**src/rtl/alu_seq_pkg.sv**
```systemverilog
// Shared ALU op codes, execute-unit FSM states and op-class helper.
// Used by alu_seq and alu_seq_comb; also consumed by the ALU control decoder.
package alu_seq_pkg;

    typedef enum logic [3:0] {
        ALU_AND = 4'b0000,
        ALU_OR  = 4'b0001,
        ALU_ADD = 4'b0010,
        ALU_SLL = 4'b0100,
        ALU_SRL = 4'b0101,
        ALU_SRA = 4'b0111,
        ALU_EQ  = 4'b1000,
        ALU_SLT = 4'b1100
    } alu_op_e;

    typedef enum logic [1:0] {
        IDLE  = 2'd0,
        SHIFT = 2'd1,
        DONE  = 2'd2
    } alu_seq_state_e;

    function automatic logic is_shift(input alu_op_e op);
        return op inside {ALU_SLL, ALU_SRL, ALU_SRA};
    endfunction

endpackage

```
**src/rtl/alu_seq_comb.sv**
```systemverilog
// Single-cycle ALU ops and illegal-op detection for alu_seq.
// With ALU_SEQ_BARREL_EN defined, shifts are done here by a barrel shifter.
module alu_seq_comb
    import alu_seq_pkg::*;
#(
    parameter int WIDTH = 32
) (
    input  logic [3:0]       op,
    input  logic [WIDTH-1:0] src_a,
    input  logic [WIDTH-1:0] src_b,
    output logic [WIDTH-1:0] result,
    output logic             illegal
);

`ifdef ALU_SEQ_BARREL_EN
    localparam int SHW = $clog2(WIDTH);
`endif

    always_comb begin
        result  = '0;
        illegal = 1'b0;
        case (alu_op_e'(op))
            ALU_AND: result = src_a & src_b;
            ALU_OR:  result = src_a | src_b;
            ALU_ADD: result = src_a + src_b;
            ALU_EQ:  result = {{(WIDTH-1){1'b0}}, (src_a == src_b)};
            ALU_SLT: result = {{(WIDTH-1){1'b0}}, ($signed(src_a) < $signed(src_b))};
`ifdef ALU_SEQ_BARREL_EN
            ALU_SLL: result = src_a << src_b[SHW-1:0];
            ALU_SRL: result = src_a >> src_b[SHW-1:0];
            ALU_SRA: result = $unsigned($signed(src_a) >>> src_b[SHW-1:0]);
`else
            // Only reached for a zero shift amount; longer shifts iterate in the top.
            ALU_SLL, ALU_SRL, ALU_SRA: result = src_a;
`endif
            default: illegal = 1'b1;
        endcase
    end

endmodule

```
**src/rtl/alu_seq.sv**
```systemverilog
// Multi-cycle EX-stage ALU: valid/ready handshake, one-bit-per-cycle shifts.
// Define ALU_SEQ_BARREL_EN for single-cycle barrel shifts (no SHIFT state).
module alu_seq
    import alu_seq_pkg::*;
#(
    parameter int WIDTH = 32
) (
    input  logic             clk,
    input  logic             reset,
    input  logic             flush,
    input  logic             in_valid,
    output logic             in_ready,
    input  logic [3:0]       op,
    input  logic [WIDTH-1:0] src_a,
    input  logic [WIDTH-1:0] src_b,
    output logic             out_valid,
    input  logic             out_ready,
    output logic [WIDTH-1:0] result,
    output logic             zero,
    output logic             illegal
);

    alu_seq_state_e   state_q, state_d;
    logic [WIDTH-1:0] result_q, result_d;
    logic             zero_q, zero_d;
    logic             illegal_q, illegal_d;
    logic [WIDTH-1:0] comb_result;
    logic             comb_illegal;
    logic             start_shift;

`ifndef ALU_SEQ_BARREL_EN
    localparam int SHW = $clog2(WIDTH);

    logic [WIDTH-1:0] work_q, work_d, work_step;
    logic [SHW-1:0]   cnt_q, cnt_d;
    alu_op_e          op_q, op_d;
`endif

    alu_seq_comb #(
        .WIDTH(WIDTH)
    ) u_comb (
        .op      (op),
        .src_a   (src_a),
        .src_b   (src_b),
        .result  (comb_result),
        .illegal (comb_illegal)
    );

    assign in_ready  = (state_q == IDLE);
    assign out_valid = (state_q == DONE);
    assign result    = result_q;
    assign zero      = zero_q;
    assign illegal   = illegal_q;

`ifndef ALU_SEQ_BARREL_EN
    assign start_shift = is_shift(alu_op_e'(op)) && (src_b[SHW-1:0] != '0);

    always_comb begin
        case (op_q)
            ALU_SLL: work_step = {work_q[WIDTH-2:0], 1'b0};
            ALU_SRL: work_step = {1'b0, work_q[WIDTH-1:1]};
            ALU_SRA: work_step = {work_q[WIDTH-1], work_q[WIDTH-1:1]};
            default: work_step = work_q;
        endcase
    end
`else
    assign start_shift = 1'b0;
`endif

    always_comb begin
        state_d   = state_q;
        result_d  = result_q;
        zero_d    = zero_q;
        illegal_d = illegal_q;
`ifndef ALU_SEQ_BARREL_EN
        work_d    = work_q;
        cnt_d     = cnt_q;
        op_d      = op_q;
`endif
        case (state_q)
            IDLE: begin
                if (in_valid && !flush) begin
`ifndef ALU_SEQ_BARREL_EN
                    work_d = src_a;
                    cnt_d  = src_b[SHW-1:0];
                    op_d   = alu_op_e'(op);
`endif
                    if (start_shift) begin
                        state_d = SHIFT;
                    end else begin
                        state_d   = DONE;
                        result_d  = comb_result;
                        zero_d    = (comb_result == '0);
                        illegal_d = comb_illegal;
                    end
                end
            end
`ifndef ALU_SEQ_BARREL_EN
            SHIFT: begin
                if (flush) begin
                    state_d = IDLE;
                end else begin
                    work_d = work_step;
                    cnt_d  = cnt_q - SHW'(1);
                    if (cnt_q == SHW'(1)) begin
                        state_d   = DONE;
                        result_d  = work_step;
                        zero_d    = (work_step == '0);
                        illegal_d = 1'b0;
                    end
                end
            end
`endif
            DONE: begin
                if (flush || out_ready) state_d = IDLE;
            end
            default: state_d = IDLE;
        endcase
    end

    always_ff @(posedge clk or posedge reset) begin
        if (reset) begin
            state_q   <= IDLE;
            result_q  <= '0;
            zero_q    <= 1'b1;
            illegal_q <= 1'b0;
`ifndef ALU_SEQ_BARREL_EN
            work_q    <= '0;
            cnt_q     <= '0;
            op_q      <= ALU_AND;
`endif
        end else begin
            state_q   <= state_d;
            result_q  <= result_d;
            zero_q    <= zero_d;
            illegal_q <= illegal_d;
`ifndef ALU_SEQ_BARREL_EN
            work_q    <= work_d;
            cnt_q     <= cnt_d;
            op_q      <= op_d;
`endif
        end
    end

endmodule

```
**config.mk**
```make
export PLATFORM = sky130hd
export DESIGN_NAME = alu_seq
export DESIGN_NICKNAME = d
export VERILOG_FILES = /design/src/rtl/alu_seq_pkg.sv /design/src/rtl/alu_seq_comb.sv /design/src/rtl/alu_seq.sv
export SDC_FILE = /design/constraint.sdc
export NUM_CORES = 1
export LEC_CHECK = 0
export ABC_AREA = 1
export BUFFER_PORTS_ARGS = -buffer_cell sky130_fd_sc_hd__buf_2
export CAP_MARGIN = 5
export CORE_UTILIZATION = 60
export CTS_CLUSTER_DIAMETER = 150
export DETAILED_ROUTE_END_ITERATION = 7
export PLACE_DENSITY = 0.82
export SYNTH_ARGS = -nofsm -noshare
export SYNTH_HDL_FRONTEND = slang
export SYNTH_SLANG_ARGS = --single-unit
```
**constraint.sdc**
```tcl
create_clock -name clk -period 2.72 [get_ports clk]
set_clock_uncertainty 0.1 [all_clocks]
set_input_delay 0.408 -clock clk [delete_from_list [all_inputs] [get_ports clk]]
set_output_delay 0.408 -clock clk [all_outputs]
set_load 0.01 [all_outputs]
```
==> flow_summary.yaml, run 1 <==
floorplan:
  die_y_um: 123
  initial_core_util_pct: 62.6
  rows: 43
  coreArea_um2: 14100
  ios: 109
  chipWidth_um: 123
  die_area_um2: 15200
synth:
  syn_nets: 1599
  ys_ff_latch: 77
  yosysTopAreaCell: "dfrtp_1"
  synthCells: 1427
  avgSynthCellArea_um2: 6.18
  synth_flop_cell: "dfrtp_1"
  synthArstFlopShare_pct: 100
  yosysWarnings: 0
  synthDistinctLibCells: 38
  synth.yosys.seq_area_share_pct: 21.9
  netlist_area_um2: 8820
  synth_edf_count: 0
  ys_top_cells_by_area: "dfrtp_1, nand2_1, ha_1"
  yosysTopAreaCellShare_pct: 21.6
worst_hold_path:
  hp-class: "in -> async"
timing:
  finalHoldViolCount: 0
  worstMarginPinSlew_ns: 0.602
  fmax_ghz: 0.392
  min_period_ns: 2.55
  finalWorstSetupSlack_ns: 0.167
  finalSetupViolations: 0
  max-slew-margin-rel_pct: 59.2
  slew_violations: 0
  finalHoldWorstSlack_ns: 0.0493
  finalCritPeriodShare_pct: 93.8
  fin_tns_setup_ns: 0
  rsz0062_at_grt: "false"
route:
  num_vias: 10900
  routed_via_density: 5.94
  route.detailed.drc: 0
  drt_iter0_drc: 1635
  wirelength_um: 32800
  dr.pass1.iters: 7
  wl_per_cell_um: 17.9
  postRouteAntennaNets: 0
clocking:
  tritoncts: "done"
  post-cts-setup-buffer-count: 0
  cts_made_buffers: 9
  cts_root_buffer: "clkbuf_16"
  cts_buffer_depth: 2
  clkSinkCount: 77
  cts_max_level: 3
  cts_hold_buf: 0
  insertion_delay_ns: 0.35
  clk_pin_slew_ns: 0.06
finish:
  drive_above_1_share_pct: 18.5
  postLayoutCellArea_um2: 10800
  nFillCells: 1127
  multi_input_area_um2: 5800
  num_antenna_cells: 0
  area.growth.synth_to_final_pct: 22.9
  seq_area_um2: 1930
  final_nets: 1819
grt:
  grt_usage_pct: 44.4
  antenna_found_initial: 1
  grt_overflow: 0
  grt_pass1_vias: 10100
  grt_pass1_wl_um: 51100
  grt_max_degree: 78
power_and_ir_drop:
  p_leak_nw: 6.15
  ir_drop_v: 0.000463
  power_per_cell_area_nw_per_um2: 644
place:
  place_ws_ns: -0.173
  placed_cell_area_um2: 10500
  io_buffers: 108
  place_hpwl_um: 25500
  gp_congestion: 1.09
setup_path:
  r2r_start: "op_q[3]"
  critPathKind: "in -> reg"
  crit_fanout: 5
  cp-endpoint: "zero"
  critPathArrivalTime_ns: 2.73
  critPathRequiredTime_ns: 2.90
  crit_start: "src_b[7]"
  reg2reg_depth: 13
  reg2reg_slack_ns: 0.24
  worstReg2RegEnd: "zero"
  critical_path.slowest_cell: "ha_1"
  start_kind: "input pin"
  path_cells: "buf_2, inv_1, ha_1, nand2_1, nor2_2, nand3_1, nand3_1, nand2_1, nand3_1, nand2_1, nand3_1, nand2_1, nor2_1, nand2_1, nor2_1, nand3_1, nor2_1, nor2_1, nor2_1"
  crit_path_end_kind: "flip-flop"
  critPathMaxStageDelay_ns: 0.37
run_status:
  status: "finished, final reports clean"
job:
  max_cap_viol_count: 0
-- where the power goes --
group          leakage, nW  switching [mW]  total (mW)  internal, mW
clock network        0.156           0.481        1.34         0.855
registers            0.920           0.414        2.11          1.70
logic                 5.07            2.19        3.53          1.34
-- placed cells by master, fill, tap and decap left out, types with 30 or more instances in the layout --
cell     Yosys  routed
nand3_1     93      93
ha_1        98      98
buf_2       13     108
inv_1      232     231
a31oi_1     30      30
nand2_1    403     402
o21ai_0     49      47
buf_4        5     139
a21oi_1     72      72
o22ai_1     36      36
dfrtp_1     76      76
nor2_1     146     143
-- layer usage --
metal  global-route usage, %  vias up  part of all wire (%)
li1                        -     5049                     -
met1                    58.1     4953                    40
met2                    68.6      716                    43
met3                    10.2      164                    11
met4                    21.5        2                   5.2
met5                       0        -                 0.040
-- per-stage QoR --
step	total power [mW]	cells	util (%)
after floorplan	4.16	1427	-
after global placement	5.25	1816	74.5
after detailed placement	5.40	1816	74.5
after CTS	6.83	1832	76.9
after global routing	7.43	1832	76.9
final	6.98	1832	76.9
-- cells in the mapped netlist, types with 12 or more instances --
cell / count
inv_1: 232
a21boi_0: 20
nor2_1: 146
o21ai_0: 49
ha_1: 98
nand2_1: 403
o22ai_1: 36
nand3_1: 93
nand4_1: 14
or2_2: 12
nor3_1: 18
a21oi_1: 72
clkbuf_1: 22
buf_2: 13
a31oi_1: 30
o21a_1: 13
dfrtp_1: 76
-- what timing repair did --
action,4_1_cts,5_1_grt
hold endpoints to repair,0,0
setup endpoints to repair,0,3
resized for setup,0,6
-- sequential cells by signal, summed over array words and instances, names as in the netlist --
register / count
illegal: 1
result: 32
cnt_q: 5
work_q: 32
state_q: 2
op_q: 4
zero: 1
-- kinds of logic (layout without fill, tap and decap cells) --
family | after synthesis | count (layout) | synth area share [%]
flops | 77 | 77 | 21.9
buf+inv | 279 | 504 | 12.4
compound gates | 259 | 259 | 17.8
simple gates | 713 | 713 | 33.8
fa+ha+maj | 99 | 99 | 14.1
-- how the worst min path moves through the flow --
stage | cells past startpoint | slack [ns] | to
after global placement | 2 | 0.36 | result[18]
after floorplan | 2 | 0.35 | op_q[2]
after CTS | 3 | 0.07 | work_q[20]
after detailed placement | 2 | 0.36 | result[13]
after global routing | 3 | 0.1 | work_q[27]
final | 3 | 0.05 | result[20]
-- worst max-delay path: cells and delay by family --
kind / cells / cell delay [ns]
AND/OR/NAND/NOR: 16 / 1.82
adder cells (fa/ha/maj): 1 / 0.37
buffers and inverters: 2 / 0.14
-- cell type report --
type | instances | area share, %
Sequential cell | 77 | 17.8
Tap cell | 180 | 2.08
Inverter | 237 | 8.21
Timing Repair Buffer | 251 | 15.4
Clock inverter | 3 | 0.623
Clock buffer | 13 | 2.40
Multi-Input combinational cell | 1071 | 53.5
(Power assumes the default switching activity.)
==> inputs of run 2 (changes only) <==
RECOVER_POWER = 100   (was unset)
==> run 2 against run 1 <==
  * The run now ends with capacitance limit, slew limit left
  * Global-route usage stayed put
  * Clock power hardly changed
  * Total power is 1.2% lower
  * Non-clock buffer count stayed put
  * Worst hold slack better by 0.21 ns
  * Cell area is 0.80% lower
  * Sequential cell count stayed put
  * Die area stayed put
  * Utilization is 0.61 points lower
  * Combinational power is 3% lower
  * Via count is 0.15% higher
  * Largest power group unchanged
  * Highest routed layer unchanged
==> flow_summary.yaml, run 2 (synthesized netlist as in run 1, its figures left out) <==
run_status:
  status: "complete, but fails checks"
  violations: "capacitance limit, slew limit"
floorplan:
  rows: 43
  die_y_um: 123
  ios: 109
  coreArea_um2: 14100
  initial_core_util_pct: 62.6
  die_area_um2: 15200
  chipWidth_um: 123
power_and_ir_drop:
  power_switching_mw: 3.09
  p_leak_nw: 6.00
  p_comb_share_pct: 49.9
  p_int_mw: 3.81
  p_seq_share_pct: 30.8
  power.total_mw: 6.89
  swShare_pct: 44.8
  ir_drop_v: 0.000468
  clock_power_share_pct: 19.3
  power_per_cell_area_nw_per_um2: 641
setup_path:
  critPathKind: "in -> reg"
  start_kind: "input pin"
  path_cells: "buf_2, inv_1, ha_1, nand2_1, nor2_2, nand3_1, nand3_1, nand2_1, nand3_1, nand2_1, nand3_1, nand2_1, nor2_1, nand2_1, nor2_1, nand3_1, nor2_1, nor2_1, nor2_1"
  critPathArrivalTime_ns: 2.75
  critPathRequiredTime_ns: 2.90
  crit_path_end_kind: "flip-flop"
  crit_fanout: 5
  critPathMaxStageDelay_ns: 0.37
  critical_path.slowest_cell: "ha_1"
clocking:
  cts_max_level: 3
  clkSinkCount: 77
  cts_root_buffer: "clkbuf_16"
  insertion_delay_ns: 0.35
  clk_pin_slew_ns: 0.06
  cts_buffer_depth: 2
  post-cts-setup-buffer-count: 0
  tritoncts: "done"
  cts_made_buffers: 9
grt:
  grt_overflow: 0
  grt_pass1_vias: 10100
  grt_usage_pct: 44.4
  antenna_found_initial: 1
  grt_pass1_wl_um: 51100
  grt_max_degree: 78
timing:
  min_period_ns: 2.57
  finalCritPeriodShare_pct: 94.5
  fmax_ghz: 0.389
  worstMarginPinSlew_ns: 1.88
  finalHoldWorstSlack_ns: 0.262
  finalSetupViolations: 0
  fin_tns_setup_ns: 0
  max-slew-margin-rel_pct: -25.0
  finalHoldViolCount: 0
  rsz0062_at_grt: "false"
  slew_violations: 78
finish:
  fin_cells: 1832
  area.growth.synth_to_final_pct: 21.9
  final_nets: 1819
  drive_above_1_share_pct: 15.7
  layout_common_cells: "nand2_1, inv_1, nor2_1"
  fin_util_pct: 76.3
  mostFrequentLayoutCell: "nand2_1"
  num_antenna_cells: 0
place:
  dp_cells: 1816
  gp_congestion: 1.09
  io_buffers: 108
  place_hpwl_um: 25500
route:
  routed_via_density: 5.95
  wirelength_um: 32800
  dr.pass1.iters: 7
  wl_per_cell_um: 17.9
  num_vias: 10900
  postRouteAntennaNets: 0
  drt_iter0_drc: 1591
  route.detailed.drc: 0
job:
  max_cap_viol_count: 1
worst_hold_path:
  hp-class: "in -> reg"
[run 2: cell types whose count changed in the layout (fill, tap and decap cells not counted), sizes merged]
cell    delta
clkbuf    +48
buf       -48
[run 2: cell type report]
type                    count  area (µm²)
well taps                 180         225
fillers                  1171        3340
flip-flops and latches     77        1930
inverters                 237         890
clock buffers              13         260
multi-input cells        1071        5800
repair buffers            251        1580
clock inverters             3        67.6
[run 2: per-layer routing]
layer  global-route usage, %  wire length (µm)  up-vias
met5                       0                13        -
met4                    21.5              1770        2
met3                    10.2              3720      180
met2                    68.6             14100      731
met1                    58.1             13200     4937
li1                        -                 -     5050
[run 2: worst max-delay path, delay by kind of cell]
family	cells	cell delay [ns]
buffers and inverters	2	0.14
AND/OR/NAND/NOR	16	1.86
adder cells (fa/ha/maj)	1	0.37
[run 2: worst paths after layout]
check	slack [ns]	startpoint	to	depth (start not counted)
min reg2reg	0.39	result[4]	result[4]	1
max	0.15	src_b[7]	zero	19
min	0.26	out_ready	state_q[1]	4
max in group asynchronous	0.77	reset	cnt_q[3]	3
min in group asynchronous	0.63	reset	result[26]	3
max reg2reg	0.16	state_q[1]	work_q[0]	9
[run 2: power groups by stage]
| stage | Clock [mW] | Sequential (mW) | Combinational, mW |
|---|---|---|---|
| after floorplan | 0 | 2.13 | 2.03 |
| after global placement | 0 | 2.05 | 3.21 |
| after detailed placement | 0 | 2.09 | 3.31 |
| after CTS | 1.32 | 2.09 | 3.42 |
| after global routing | 1.36 | 2.18 | 3.80 |
| final | 1.33 | 2.12 | 3.44 |
[run 2: metrics by stage]
stage	instance area, µm²	setup slack (ns)
after floorplan	8820	0.247
after global placement	10500	-0.161
after detailed placement	10500	-0.173
after CTS	10800	0.165
after global routing	10800	0.00429
final	10800	0.149
[run 2: repair_timing]
item                       4_1_cts  5_1_grt
setup endpoints to repair        0        3
hold buffers                     0        0
gates resized for setup          0        6
